--- config.mk ---
export PLATFORM = sky130hd
export DESIGN_NAME = spi_cmd_decoder_flat
export DESIGN_NICKNAME = d
export VERILOG_FILES = /design/src/rtl/spi_cmd_decoder_if.sv /design/src/rtl/spi_cmd_decoder.sv /design/src/flat_wrapper.sv
export SDC_FILE = /design/constraint.sdc
export NUM_CORES = 1
export LEC_CHECK = 0
export ABC_AREA = 1
export ABC_CLOCK_PERIOD_IN_PS = 2800
export CORE_ASPECT_RATIO = 0.9
export CORE_MARGIN = 2
export CORE_UTILIZATION = 26
export CTS_CLUSTER_DIAMETER = 100
export DETAILED_ROUTE_END_ITERATION = 16
export HOLD_SLACK_MARGIN = 0.05
export PLACE_DENSITY = 0.44
export SYNTH_ARGS = -nofsm -noshare
export SYNTH_HDL_FRONTEND = slang
export SYNTH_SLANG_ARGS = --single-unit
export TNS_END_PERCENT = 1
--- constraint.sdc ---
create_clock -name ico_clk -period 2.8 [get_ports ico_clk]
set_input_delay 0.42 -clock ico_clk [delete_from_list [all_inputs] [get_ports ico_clk]]
set_output_delay 0.42 -clock ico_clk [all_outputs]
set_load 0.05 [all_outputs]
--- src/rtl/spi_cmd_decoder_if.sv ---
// Byte-level link between the SPI byte receiver and the command decoder.
// The receiver side is the master; the decoder is the slave.
interface spi_cmd_decoder_if;
    logic       sel_active;
    logic       rx_valid;
    logic [7:0] rx_byte;
    logic [7:0] tx_byte;
    logic       tx_load;
    logic [3:0] gpio_out;
    logic       frame_err;

    modport master (
        output sel_active,
        output rx_valid,
        output rx_byte,
        input  tx_byte,
        input  tx_load,
        input  gpio_out,
        input  frame_err
    );

    modport slave (
        input  sel_active,
        input  rx_valid,
        input  rx_byte,
        output tx_byte,
        output tx_load,
        output gpio_out,
        output frame_err
    );
endinterface

--- src/rtl/spi_cmd_decoder.sv ---
// Framed command parser and 4-entry register file behind the SPI byte receiver.
// First byte of a frame is the command; following bytes write or read registers
// with an auto-incrementing 2-bit address. reg3 is a read-only status byte.
module spi_cmd_decoder (
    input  logic               ico_clk,
    input  logic               rst,
    spi_cmd_decoder_if.slave   bus
);

    typedef enum logic [2:0] {
        StIdle,
        StCmd,
        StWrite,
        StRead,
        StDiscard
    } state_e;

    state_e     state_q, state_d;
    logic [1:0] addr_q, addr_d;
    logic [7:0] regs_q [3];
    logic [7:0] regs_d [3];
    logic [3:0] err_cnt_q, err_cnt_d;
    logic [3:0] frame_cnt_q, frame_cnt_d;
    logic       frame_err_q, frame_err_d;
    logic [7:0] tx_byte_q, tx_byte_d;
    logic       tx_load_q, tx_load_d;

    logic [1:0] rd_addr;
    logic [7:0] rd_data;
    logic       cmd_ok;

    assign cmd_ok = (bus.rx_byte[6:2] == 5'b00000);

    // Read address: the command byte supplies it directly, later bytes use the counter.
    always_comb begin
        rd_addr = (state_q == StCmd) ? bus.rx_byte[1:0] : addr_q;
        case (rd_addr)
            2'd0:    rd_data = regs_q[0];
            2'd1:    rd_data = regs_q[1];
            2'd2:    rd_data = regs_q[2];
            default: rd_data = {err_cnt_q, frame_cnt_q};
        endcase
    end

    // Next-state, register file and reply byte.
    always_comb begin
        state_d     = state_q;
        addr_d      = addr_q;
        regs_d      = regs_q;
        err_cnt_d   = err_cnt_q;
        frame_cnt_d = frame_cnt_q;
        frame_err_d = frame_err_q;
        tx_byte_d   = tx_byte_q;
        tx_load_d   = 1'b0;

        if (state_q != StIdle && !bus.sel_active) begin
            // Frame ended; any byte arriving now is dropped.
            state_d = StIdle;
            if (state_q != StCmd) begin
                frame_cnt_d = frame_cnt_q + 4'd1;
            end
        end else begin
            case (state_q)
                StIdle: begin
                    if (bus.sel_active) begin
                        state_d = StCmd;
                    end
                end
                StCmd: begin
                    if (bus.rx_valid) begin
                        // Every accepted byte gets a reply so the receiver never
                        // shifts out stale data.
                        tx_load_d = 1'b1;
                        if (!cmd_ok) begin
                            state_d     = StDiscard;
                            tx_byte_d   = 8'hEE;
                            frame_err_d = 1'b1;
                            if (err_cnt_q != 4'hF) begin
                                err_cnt_d = err_cnt_q + 4'd1;
                            end
                        end else if (bus.rx_byte[7]) begin
                            state_d   = StWrite;
                            addr_d    = bus.rx_byte[1:0];
                            tx_byte_d = 8'h00;
                        end else begin
                            state_d   = StRead;
                            tx_byte_d = rd_data;
                            addr_d    = bus.rx_byte[1:0] + 2'd1;
                        end
                    end
                end
                StWrite: begin
                    if (bus.rx_valid) begin
                        case (addr_q)
                            2'd0:    regs_d[0] = bus.rx_byte;
                            2'd1:    regs_d[1] = bus.rx_byte;
                            2'd2:    regs_d[2] = bus.rx_byte;
                            default: ;  // status register is read-only
                        endcase
                        addr_d    = addr_q + 2'd1;
                        tx_byte_d = 8'h00;
                        tx_load_d = 1'b1;
                    end
                end
                StRead: begin
                    if (bus.rx_valid) begin
                        tx_byte_d = rd_data;
                        tx_load_d = 1'b1;
                        addr_d    = addr_q + 2'd1;
                    end
                end
                StDiscard: begin
                    if (bus.rx_valid) begin
                        tx_byte_d = 8'hEE;
                        tx_load_d = 1'b1;
                    end
                end
                default: state_d = StIdle;
            endcase
        end
    end

    // State and register update with synchronous reset.
    always_ff @(posedge ico_clk) begin
        if (rst) begin
            state_q     <= StIdle;
            addr_q      <= 2'd0;
            regs_q[0]   <= 8'h00;
            regs_q[1]   <= 8'h00;
            regs_q[2]   <= 8'h00;
            err_cnt_q   <= 4'd0;
            frame_cnt_q <= 4'd0;
            frame_err_q <= 1'b0;
            tx_byte_q   <= 8'h00;
            tx_load_q   <= 1'b0;
        end else begin
            state_q     <= state_d;
            addr_q      <= addr_d;
            regs_q      <= regs_d;
            err_cnt_q   <= err_cnt_d;
            frame_cnt_q <= frame_cnt_d;
            frame_err_q <= frame_err_d;
            tx_byte_q   <= tx_byte_d;
            tx_load_q   <= tx_load_d;
        end
    end

    assign bus.tx_byte   = tx_byte_q;
    assign bus.tx_load   = tx_load_q;
    assign bus.gpio_out  = regs_q[0][3:0];
    assign bus.frame_err = frame_err_q;

endmodule

--- src/flat_wrapper.sv ---
// flat-port wrapper written by rule: the top's interface ports become plain ports
module spi_cmd_decoder_flat 
  (ico_clk, rst, bus_sel_active, bus_rx_valid, bus_rx_byte, bus_tx_byte, bus_tx_load, bus_gpio_out, bus_frame_err);
  spi_cmd_decoder_if bus_i ();
  input  logic ico_clk;
  input  logic rst;
  input wire logic [$bits(bus_i.sel_active)-1:0] bus_sel_active;
  input wire logic [$bits(bus_i.rx_valid)-1:0] bus_rx_valid;
  input wire logic [$bits(bus_i.rx_byte)-1:0] bus_rx_byte;
  output wire logic [$bits(bus_i.tx_byte)-1:0] bus_tx_byte;
  output wire logic [$bits(bus_i.tx_load)-1:0] bus_tx_load;
  output wire logic [$bits(bus_i.gpio_out)-1:0] bus_gpio_out;
  output wire logic [$bits(bus_i.frame_err)-1:0] bus_frame_err;
  assign bus_i.sel_active = bus_sel_active;
  assign bus_i.rx_valid = bus_rx_valid;
  assign bus_i.rx_byte = bus_rx_byte;
  assign bus_tx_byte = bus_i.tx_byte;
  assign bus_tx_load = bus_i.tx_load;
  assign bus_gpio_out = bus_i.gpio_out;
  assign bus_frame_err = bus_i.frame_err;
  spi_cmd_decoder u_core (.ico_clk(ico_clk), .rst(rst), .bus(bus_i));
endmodule
-- Word-level counts from Yosys, hierarchy flattened
Cells that the tools add are included.
Widths: inputs -> output; s select.
- add/sub/neg operators: 4
- reductions and logical operators: 23
- equality and inequality tests: 17
- bitwise operators: 4
- multiplexer cells: 20
- operators by type and width (cell ; count):
    $mux 8 ; 6
    $pmux 8 s4 ; 1
    $pmux 8 s3 ; 1
    $reduce_and 4->1 ; 4
    $mux 2 ; 5
    $ne 2x2->1 const B ; 5
    $reduce_and 5->1 ; 2
    $mux 3 ; 3
    $pmux 3 s3 ; 1
    $add 4x1->4 const B ; 2
    $eq 3x2->1 const B ; 2
    $reduce_and 6->1 ; 1
    $reduce_or 3->1 ; 2
    $logic_not 5->1 ; 1
    $add 2x1->2 const B ; 2
    $eq 2x1->1 const B ; 2
    $eq 2x2->1 const B ; 2
    $logic_not 2->1 ; 2
    $ne 2x1->1 const B ; 2
    $ne 4x4->1 const B ; 1
    $not 1->1 ; 4
    $pmux 2 s2 ; 1
    $reduce_bool 4->1 ; 1
    $reduce_or 2->1 ; 2
    12 further kinds ; 13
- input bits: 12
- output and inout port bits: 14
- register bits after elaboration: 47

-- Logic depth before layout (Yosys ltp)
Gate-level depths: netlist of run 1.
- depth after elaboration: 8
- gate-level depth with buffers: 12

-- Worst setup path after synthesis of run 1
OpenSTA, ideal clock, no wires.
- kind: flip-flop to flip-flop
- start point: register u_core.state_q[0]
- end point: register u_core.addr_q[0]
- path buffers: 1
- arrival time: 1.346 ns
- stages on the path, launching flop included: 10
- required time: 2.672 ns
- path slack: 1.326 ns
- clock period less this slack: 1.474 ns
- cells stage by stage: dfxtp_1 > buf_6 > nor2_2 > nand2_1 > nand2_2 > nand2_4 > nor3_4 > o211ai_1 > o21ai_1 > nor2_1
- cells in the longest elaborated chain, start to end: 4
- RTL lines (item ; line ; text):
    start, declared ; spi_cmd_decoder.sv:18 ; state_e state_q, state_d;
    start signal, assigned ; spi_cmd_decoder.sv:126 ; state_q <= StIdle;
    start signal, assigned ; spi_cmd_decoder.sv:137 ; state_q <= state_d;
    $eq 3x2->1 / $reduce_bool 3->1 (equally long branches) ; spi_cmd_decoder.sv:63, spi_cmd_decoder.sv:56 ;
    $reduce_or 2->1 (no source line) / $logic_and 1x1->1 (equally long branches) ; -- ;
    $ne 2x1->1 (no source line), or another cell as far along ; -- ;
    $reduce_and 5->1 (no source line) ; -- ;
    end signal, assigned ; spi_cmd_decoder.sv:138 ; addr_q <= addr_d;
    end, declared ; spi_cmd_decoder.sv:19 ; logic [1:0] addr_q, addr_d;
Several ways; a longest one is shown, not always the timed one.
A chain may end at the register's enable or synchronous reset.

-- Final worst setup path of run 1
- start point: input port bus_rx_byte[5]
- end point: register u_core.addr_q[0]
- cells in the longest elaborated chain, start to end: 3
- RTL lines (item ; line ; text):
    start, declared ; flat_wrapper.sv:9 ; input wire logic [$bits(bus_i.rx_byte)-1:0] bus_rx_byte;
    $logic_not 5->1 ; spi_cmd_decoder.sv:32 ; assign cmd_ok = (bus.rx_byte[6:2] == 5'b00000);
    $ne 2x1->1 (no source line) ; -- ;
    $reduce_and 5->1 (no source line) ; -- ;
Every way passes these cells.

==> impl_metrics.csv, run 1 <==
group,metric,value,unit
power,switching_share,43.7,%
setup_path,ff_to_ff_end,"u_core.bus.tx_byte[5]",
setup_path,critical-path-top-delay-family,"simple AND/OR/NAND/NOR gates",
grt,grt_first_pass_wirelength,11200,um
setup_path,critPathRequiredTime,3000,ps
final_layout,diodes_inserted,0,
yosys,synthDominantCellAreaShare,39.4,%
grt,pin_count_of_the_biggest_net_entering_global_routing,24,
place,place.port_buffers,25,
routing,drt_first_pass_iters,4,
yosys,post_synth_xor_area_fraction,0.733,%
power,power_switching,934,uW
yosys,number_of_enable_type_register_cells_in_the_synthesized_netlist,0,
die,rows,33,
min_path,worst_hold_path.num_cells,2,
grt,grt_antenna_before_repair,0,
min_path,hold_path_end,"u_core.bus.frame_err",
job,max_cap_viol_count,0,
yosys,async_flop_share,0,%
final_layout,n_fill_cell,1051,
grt,grt_use_total,14.3,%
clock_network,cts_tree,"done",
outcome,status,"complete, no violations",
clock_network,numCtsBuffers,5,
final_layout,fin_util,31.7,%
timing,timing.final.crit_share,71.5,%
power,fin_total_pwr,2.14,mW
final_layout,drive_above_1_share,7.82,%
die,die_h,94.9,um
final_layout,final_nets,387,
timing,achievable-frequency,500,MHz
routing,detail-route-antenna-nets,0,
clock_network,postCtsSetupBuffers,0,
yosys,synth.avg_cell_area,6.86,sq um
yosys,synth.area.top_cells,"dfxtp_1 (39%), nand3_1 (9.8%), nor2_1 (9.3%)",
min_path,hold_class,"reg -> reg",
power,seqPwrFrac,37.9,%
setup_path,critPathArrivalTime,2200,ps
yosys,synth.yosys.seq_area_share,39.4,%
yosys,synth_area,0.00239,sq mm
yosys,synth-simple-area-share,32.2,%
setup_path,rr_startpoint,"u_core.state_q[0]",
place,place_congestion,0.825,
timing,timing_worst_slew_pin_value,499,ps
power,p_leak,1.17,nW
yosys,synth.area.mux_share,0,%
yosys,post_synth_fa_ha_maj_area_fraction,2.62,%
clock_network,ctsHtreeMaxLevel,2,
yosys,synth.ff_latch_count,47,
setup_path,cpMostUsedCell,"nand2_1",
grt,first_global_vias,2237,
yosys,synth_top_cells_by_count,"nor2_1 (59), dfxtp_1 (47), nand3_1 (47), nand2_1 (46), inv_1 (33)",
power,cell_internal_pwr,1.20,mW
power,vdd_drop_max,0.201,mV
clock_network,cts_buffer_depth,2,
die,die_w,105,um
routing,drt_iter0_drc,54,
die,coreArea,0.00900,sq mm
setup_path,worst_r2r_path_depth,10,
clock_network,post_cts_hold_buffer_count,0,
clock_network,clock_sinks,47,
setup_path,critPathLaunchType,"primary input",
setup_path,path_cells,"clkdlybuf4s50_1 > nor3_1 > nand2_1 > nand2_1 > inv_1 > nor3_4 > o211ai_1 > o21ai_1 > nor2_1",
setup_path,crit_fanout,10,
clock_network,cts_root_buf,"clkbuf_8",
timing,layout_min_cycle_time,2000,ps
setup_path,setup.worst_path.end_class,"register",
clock_network,worstSkewPairLatency,300,ps
final_layout,area_delta_synth_final,19.3,%
yosys,ys_dominant_reg_cell,"dfxtp_1",
power,power.density_cell_area,751,mW/mm^2
yosys,post_synth_num_cell_types,31,
clock_network,worst_setup_hold_path_clk_slew,90,ps
timing,setup_tns,0,ps
routing,route.detailed.wl_per_inst,13.5,um
routing,via_per_inst,4.56,
setup_path,critical_path.max_stage_delay,480,ps
grt,globalRoute.totalOverflow,0,
yosys,postSynthNetCount,365,
yosys,synth_largest_area_cell,"dfxtp_1",
power,proportion_of_power_drawn_by_combinational_gates,41.1,%
yosys,postSynthCellCount,348,
timing,timing_max_transition_violations_final,0,
timing,final-setup-viol-count,0,
routing,vias_post_dr,2249,
setup_path,r2r_setup_slack,810,ps
die,number_of_i_o_pins,26,
clock_network,post_cts.resized_instances,0,
setup_path,cpMaxStageDelayCell,"clkdlybuf4s50_1",
power,pwr-share-clk,21.0,%
die,floorplan.initialDensity,26.5,%
yosys,yosys_warnings,0,
setup_path,cp_num_buf_inv,2,
yosys,synth_compound_gate_area_share,14.9,%
yosys,synth_top_family_by_area,"simple AND/OR/NAND/NOR gates",
die,die-area,0.00997,sq mm
timing,timing_hold_violations_final,0,
setup_path,kind_of_critical_path,"in -> reg",
yosys,yosysMostFrequentCell,"nor2_1",
routing,drc,0,
routing,totalWireLength,6670,um
timing,unrepaired_setup_endpoints_after_global_routing,"no",
place,detailedPlacementHpwl,4990,um
timing,slew-limit-headroom,66.6,%
timing,clock_skew,6.70,ps
min_path,startpoint_of_the_worst_hold_path,"u_core.bus.frame_err",
## sequential cells by signal, summed over array words and instances (netlist names)
name / count
u_core.addr_q: 2
u_core.bus.frame_err: 1
u_core.bus.gpio_out: 4
u_core.bus.tx_byte: 8
u_core.bus.tx_load: 1
u_core.err_cnt_q: 4
u_core.frame_cnt_q: 4
u_core.regs_q: 20
u_core.state_q: 3
## final cells by class
cell class                      count  area (sq um)  area share, %
Multi-Input combinational cell    246          1210           42.3
Sequential cell                    47           941           33.0
Timing Repair Buffer               30           300           10.5
Tap cell                          122           153           5.36
Inverter                           40           150           5.27
Clock buffer                        6          82.6           2.90
Clock inverter                      2          16.3          0.571
## worst register-to-register path: cells and delay by family, from the launching register on
kind | cells | cell delay, ps
and+or+nand+nor | 9 | 1360
buffers and inverters | 1 | 40
DFF | 1 | 520
## stage by stage
step / setup slack [ps] / std cells / hold slack [ps] / cell area, sq um
after global placement: 505 / 485 / 462 / 2750
after CTS: 798 / 493 / 483 / 2850
after floorplan: 1330 / 348 / 459 / 2390
final: 798 / 493 / 482 / 2850
after detailed placement: 498 / 485 / 459 / 2750
after global routing: 547 / 493 / 532 / 2850
## routing by layer
metal	wire length, um	GRT usage (%)	up-vias
met5	0	0	-
met4	41	3.44	0
met2	2810	23.0	35
met3	244	2.90	4
met1	3580	19.8	1023
li1	-	-	1187
## worst max path at each step
stage	startpoint	endpoint	slack [ps]	cells past startpoint
after floorplan	u_core.state_q[0]	u_core.addr_q[0]	1330	9
after global routing	u_core.state_q[0]	u_core.bus.tx_byte[6]	550	10
after CTS	u_core.state_q[0]	u_core.bus.tx_byte[5]	800	10
after detailed placement	bus_rx_byte[5]	u_core.addr_q[0]	500	9
final	bus_rx_byte[5]	u_core.addr_q[0]	800	9
after global placement	bus_rx_byte[5]	u_core.addr_q[0]	510	9
## logic make-up after synthesis
kind of cell               count (synthesis)
adders and majority gates                  5
AOI/OAI and AO/OA                         69
DFF                                       47
buffers and inverters                     55
xor gates and xnor gates                   2
and+or+nand+nor                          170
## cells in the final DEF (no fill, tap or decap), types with 3 or more instances in the layout
| cell | instances |
|---|---|
| ha_1 | 5 |
| nand4_1 | 3 |
| o21ai_1 | 23 |
| clkbuf_8 | 6 |
| clkdlybuf4s50_1 | 25 |
| inv_1 | 33 |
| nor2_1 | 59 |
| dfxtp_1 | 47 |
| nand2_1 | 46 |
| a21oi_1 | 22 |
| nor3_2 | 3 |
| o21ai_0 | 18 |
| inv_2 | 6 |
| nand3_1 | 47 |
| buf_4 | 4 |
## power by group through the flow
stage | Combinational (mW) | Clock (mW) | Sequential [mW]
floorplan | 0.545 | 0 | 0.943
global placement | 0.878 | 0 | 0.825
detailed placement | 0.875 | 0 | 0.826
CTS | 0.879 | 0.469 | 0.811
global route | 0.985 | 0.492 | 0.823
finish | 0.879 | 0.450 | 0.810
No activity file was read; power rests on OpenSTA's default activity.
==> run 2: changes to the inputs <==
- ABC_CLOCK_PERIOD_IN_PS: 2800 -> 1700
- PLACE_DENSITY: 0.44 -> 0.45
- clock period: 2.8 -> 1.7 ns (I/O delays scaled with it)
==> impl_metrics.csv, run 2 (same netlist as run 1, synthesis figures left out) <==
group,metric,value,unit
grt,globalRouteMet1Util,20.0,%
clock_network,worst_setup_hold_path_clk_slew,100,ps
clock_network,ctsHtreeMaxLevel,2,
power,vdd_drop_max,0.371,mV
clock_network,cts_tree,"done",
timing,timing.final.crit_share,97.4,%
power,power_switching,1.65,mW
routing,vias_post_dr,2398,
power,fin_total_pwr,3.87,mW
routing,drt_iter0_drc,118,
clock_network,postCtsSetupBuffers,0,
grt,grt_antenna_before_repair,0,
routing,drt_first_pass_iters,4,
routing,totalWireLength,6960,um
setup_path,cp_num_cells,9,
timing,timing_max_transition_violations_final,0,
grt,first_global_vias,2271,
clock_network,numCtsBuffers,5,
routing,drc,0,
outcome,status,"complete, no violations",
setup_path,cpMaxStageDelayCell,"dfxtp_2",
final_layout,registers.top_by_ff_count,"u_core.regs_q",
grt,grt_use_total,14.6,%
timing,clock_skew,12.6,ps
min_path,worst_hold_path.num_cells,2,
final_layout,fin_util,34.7,%
grt,pin_count_of_the_biggest_net_entering_global_routing,35,
die,coreArea,0.00900,sq mm
power,switching_share,42.5,%
timing,achievable-frequency,604,MHz
setup_path,rr_startpoint,"u_core.state_q[1]",
timing,final.hold.worst_slack,481,ps
setup_path,cp_num_buf_inv,2,
final_layout,area_delta_synth_final,30.6,%
power,cell_internal_pwr,2.22,mW
power,proportion_of_power_drawn_by_combinational_gates,47.0,%
timing,layout_min_cycle_time,1660,ps
grt,grt_first_pass_wirelength,11400,um
clock_network,worstSkewPairLatency,310,ps
setup_path,path_cells,"buf_4 > nor2_2 > nand2_2 > nand2_4 > nand2_8 > nor3_4 > buf_6 > o21ai_0 > a21oi_1",
final_layout,largest_reg_flops,20,
timing,setup_tns,0,ps
clock_network,cts_root_buf,"clkbuf_8",
place,detailedPlacementHpwl,5240,um
power,seqPwrFrac,34.6,%
setup_path,kind_of_critical_path,"reg -> reg",
die,die-area,0.00997,sq mm
grt,gr-usage-met2,22.6,%
die,floorplan.initialDensity,26.5,%
timing,timing.final.ws_setup,43.6,ps
timing,unrepaired_setup_endpoints_after_global_routing,"yes",
routing,via_per_inst,4.60,
timing,timing_hold_violations_final,0,
clock_network,clock_sinks,47,
clock_network,post_cts.resized_instances,0,
min_path,startpoint_of_the_worst_hold_path,"u_core.bus.frame_err",
setup_path,worst_r2r_path_depth,9,
job,max_cap_viol_count,0,
final_layout,final_area,0.00312,sq mm
place,detailedPlace.worstSlack,-121,ps
setup_path,critPathRequiredTime,1940,ps
place,place.port_buffers,25,
power,pwr-share-clk,18.4,%
place,placed_cell_area,0.00295,sq mm
grt,met3_usage,3.52,%
final_layout,mostFrequentLayoutCell,"nor2_1",
setup_path,critical-path-top-delay-family,"simple AND/OR/NAND/NOR gates",
final_layout,final_nets,415,
grt,globalRoute.totalOverflow,0,
min_path,hold_class,"reg -> reg",
power,power.density_cell_area,1240,mW/mm^2
grt,globalRoute.busiestLayer,"met2",
die,die_h,94.9,um
setup_path,setup.worst_path.end_class,"register",
timing,timing_worst_slew_pin_value,481,ps
final_layout,highest_count_cells_in_the_layout_ignoring_fill_and_taps,"nor2_1 (59), nand2_1 (45), nand3_1 (44), dfxtp_1 (44), buf_4 (40)",
routing,route.detailed.wl_per_inst,13.4,um
setup_path,critical_path.max_stage_delay,360,ps
place,place_inst,513,
clock_network,cts_buffer_depth,2,
setup_path,critPathLaunchType,"register",
die,die_w,105,um
final_layout,diodes_inserted,0,
die,number_of_i_o_pins,26,
setup_path,critPathArrivalTime,1900,ps
clock_network,post_cts_hold_buffer_count,0,
timing,slew-limit-headroom,67.8,%
place,place_congestion,0.828,
timing,final-setup-viol-count,0,
die,rows,33,
setup_path,cp-startpoint,"u_core.state_q[1]",
routing,detail-route-antenna-nets,0,
final_layout,layout.cells.non_filler,521,
power,p_leak,1.39,nW
setup_path,crit_fanout,6,
final_layout,drive_above_1_share,19.8,%
==> run 2: cell count changes in the layout (fill, tap and decap cells not counted), moves of 3 or more <==
cell,delta
nor3_2,-3
dfxtp_2,+3
clkdlybuf4s50_1,-14
buf_6,+4
nor3_4,+3
buf_4,+36
dfxtp_1,-3
nand3_1,-3
==> run 2: cell type report <==
| cell class | instances | area (sq um) |
|---|---|---|
| Clock buffer | 6 | 72.6 |
| Clock inverter | 2 | 16.3 |
| Fill cell | 996 | 5880 |
| Inverter | 40 | 150 |
| Multi-Input combinational cell | 246 | 1270 |
| Sequential cell | 47 | 945 |
| Tap cell | 122 | 153 |
| Timing Repair Buffer | 58 | 515 |
==> run 2: power by group through the flow <==
stage,logic (mW),clock network [mW],registers (mW)
3_3_place_gp,1.76,0,1.35
2_1_floorplan,0.898,0,1.55
6_report,1.82,0.713,1.34
3_5_place_dp,1.75,0,1.36
4_1_cts,1.76,0.755,1.33
5_1_grt,2.03,0.791,1.36
==> run 2: worst paths after layout <==
check	endpoint	slack, ps
min	u_core.bus.frame_err	480
max reg2reg	u_core.regs_q[8]	40
min reg2reg	u_core.bus.frame_err	480
max	u_core.regs_q[8]	40
==> run 2: routing by layer <==
metal | share of wire (%) | wire [um]
met2 | 42 | 2930
met1 | 52 | 3610
met4 | 1.8 | 123
met5 | 0 | 0
met3 | 4.1 | 288
==> run 2: worst min-delay path, cell delays in order (launching register included) <==
cell and delay [ps]:
dfxtp_1 340, a21oi_1 40, nor2_1 70
==> run 3: changes to the inputs <==
- CAP_MARGIN: default -> 20
- PLACE_DENSITY: 0.45 -> default
- PLACE_DENSITY_LB_ADDON: default -> 0.05
==> impl_metrics.csv, run 3 (same netlist as run 1, synthesis figures left out) <==
group,metric,value,unit
place,detailedPlacementHpwl,5300,um
timing,timing_worst_slew_pin_value,483,ps
setup_path,kind_of_critical_path,"reg -> reg",
power,power.density_cell_area,1230,mW/mm^2
final_layout,area_delta_synth_final,28.4,%
clock_network,cts_buffer_depth,2,
grt,grt_antenna_before_repair,0,
timing,unrepaired_setup_endpoints_after_global_routing,"yes",
grt,grt_use_total,15.0,%
die,die_h,94.9,um
power,proportion_of_power_drawn_by_combinational_gates,45.9,%
final_layout,fin_util,34.1,%
timing,final.hold.worst_slack,491,ps
timing,timing_max_transition_violations_final,0,
outcome,status,"complete, no violations",
setup_path,crit_fanout,8,
power,vdd_drop_max,0.394,mV
clock_network,worst_setup_hold_path_clk_slew,100,ps
grt,grt_first_pass_wirelength,11500,um
setup_path,r2r_setup_slack,90,ps
final_layout,n_fill_cell,1038,
final_layout,registers.top_by_ff_count,"u_core.regs_q",
grt,globalRoute.totalOverflow,0,
routing,vias_post_dr,2350,
setup_path,critPathRequiredTime,1940,ps
power,cell_internal_pwr,2.15,mW
die,die_w,105,um
final_layout,multiInputGateArea,0.00122,sq mm
clock_network,worstSkewPairLatency,310,ps
routing,route.detailed.wl_per_inst,13.3,um
timing,clock_skew,11.1,ps
min_path,hold_class,"reg -> reg",
timing,timing.final.crit_share,94.4,%
grt,pin_count_of_the_biggest_net_entering_global_routing,35,
clock_network,cts_root_buf,"clkbuf_8",
routing,drt_iter0_drc,81,
routing,detail-route-antenna-nets,0,
die,die-area,0.00997,sq mm
routing,totalWireLength,6970,um
final_layout,mostFrequentLayoutCell,"nor2_1",
power,pwr-share-clk,18.8,%
final_layout,highest_count_cells_in_the_layout_ignoring_fill_and_taps,"nor2_1 (58), buf_4 (48), nand2_1 (46), dfxtp_1 (46), nand3_1 (44)",
place,place.port_buffers,25,
timing,timing_hold_violations_final,0,
final_layout,largest_reg_flops,20,
place,detailedPlace.worstSlack,-217,ps
clock_network,cts_tree,"done",
die,coreArea,0.00900,sq mm
power,switching_share,42.8,%
clock_network,clock_sinks,47,
setup_path,critPathArrivalTime,1850,ps
clock_network,ctsHtreeMaxLevel,2,
place,place_inst,517,
final_layout,layout.cells.non_filler,525,
timing,achievable-frequency,623,MHz
clock_network,numCtsBuffers,5,
power,p_leak,1.37,nW
final_layout,final_nets,419,
timing,setup_tns,0,ps
place,placed_cell_area,0.00296,sq mm
routing,drc,0,
final_layout,drive_above_1_share,20.1,%
job,max_cap_viol_count,0,
setup_path,setup.worst_path.end_class,"register",
timing,final-setup-viol-count,0,
timing,timing.final.ws_setup,94.6,ps
routing,via_per_inst,4.48,
power,seqPwrFrac,35.3,%
clock_network,postCtsSetupBuffers,0,
die,number_of_i_o_pins,26,
place,place_congestion,0.803,
grt,first_global_vias,2308,
timing,layout_min_cycle_time,1610,ps
final_layout,final-seq-area,942,sq um
timing,slew-limit-headroom,67.7,%
routing,drt_first_pass_iters,4,
die,floorplan.initialDensity,26.5,%
power,fin_total_pwr,3.77,mW
final_layout,final_area,0.00307,sq mm
final_layout,diodes_inserted,0,
die,rows,33,
setup_path,critPathLaunchType,"register",
power,power_switching,1.61,mW
[run 3: routing by layer]
metal  GRT usage [%]  wire, um  share of wire, %  vias to the layer above
met1            19.9      3590                52                     1056
met2            25.1      3070                44                       38
met5               0         0                 0                        -
li1                -         -                 -                     1249
met3            2.48       228               3.3                        7
met4            4.33        75               1.1                        0
[run 3: area by class of cell]
cell class	instances	share of cell area (%)
multi-input combinational	246	39.9
sequential	47	30.7
inverter	40	4.90
tap	122	4.98
clock buffer	6	2.37
clock inverter	2	0.408
timing repair buffer	62	16.7
[run 3: critical path, stage by stage (launching register included)]
cell	delay (ps)
dfxtp_1	340
inv_2	130
nand3_2	150
nand2_1	90
nand2_1	190
nor2_1	200
nand2_1	70
nand3_1	100
nand3_1	120
a21oi_1	150
[run 3: worst paths after layout]
check | start | to | cells after the start
worst max-delay path | u_core.state_q[2] | u_core.bus.tx_byte[4] | 9
worst min-delay path | u_core.err_cnt_q[3] | u_core.err_cnt_q[3] | 2
worst max register to register | u_core.state_q[2] | u_core.bus.tx_byte[4] | 9
worst min register to register | u_core.err_cnt_q[3] | u_core.err_cnt_q[3] | 2
[run 3: timing repair]
action | CTS | global route
endpoints found under the setup margin | 2 | 21
resized for setup | 1 | 9
hold buffers | 0 | 0
[run 3: power groups by stage]
stage	sequential (mW)	clock (mW)	combinational (mW)
floorplan	1.55	0	0.898
global placement	1.36	0	1.73
detailed placement	1.36	0	1.70
CTS	1.33	0.733	1.71
global route	1.35	0.775	1.91
finish	1.33	0.707	1.73
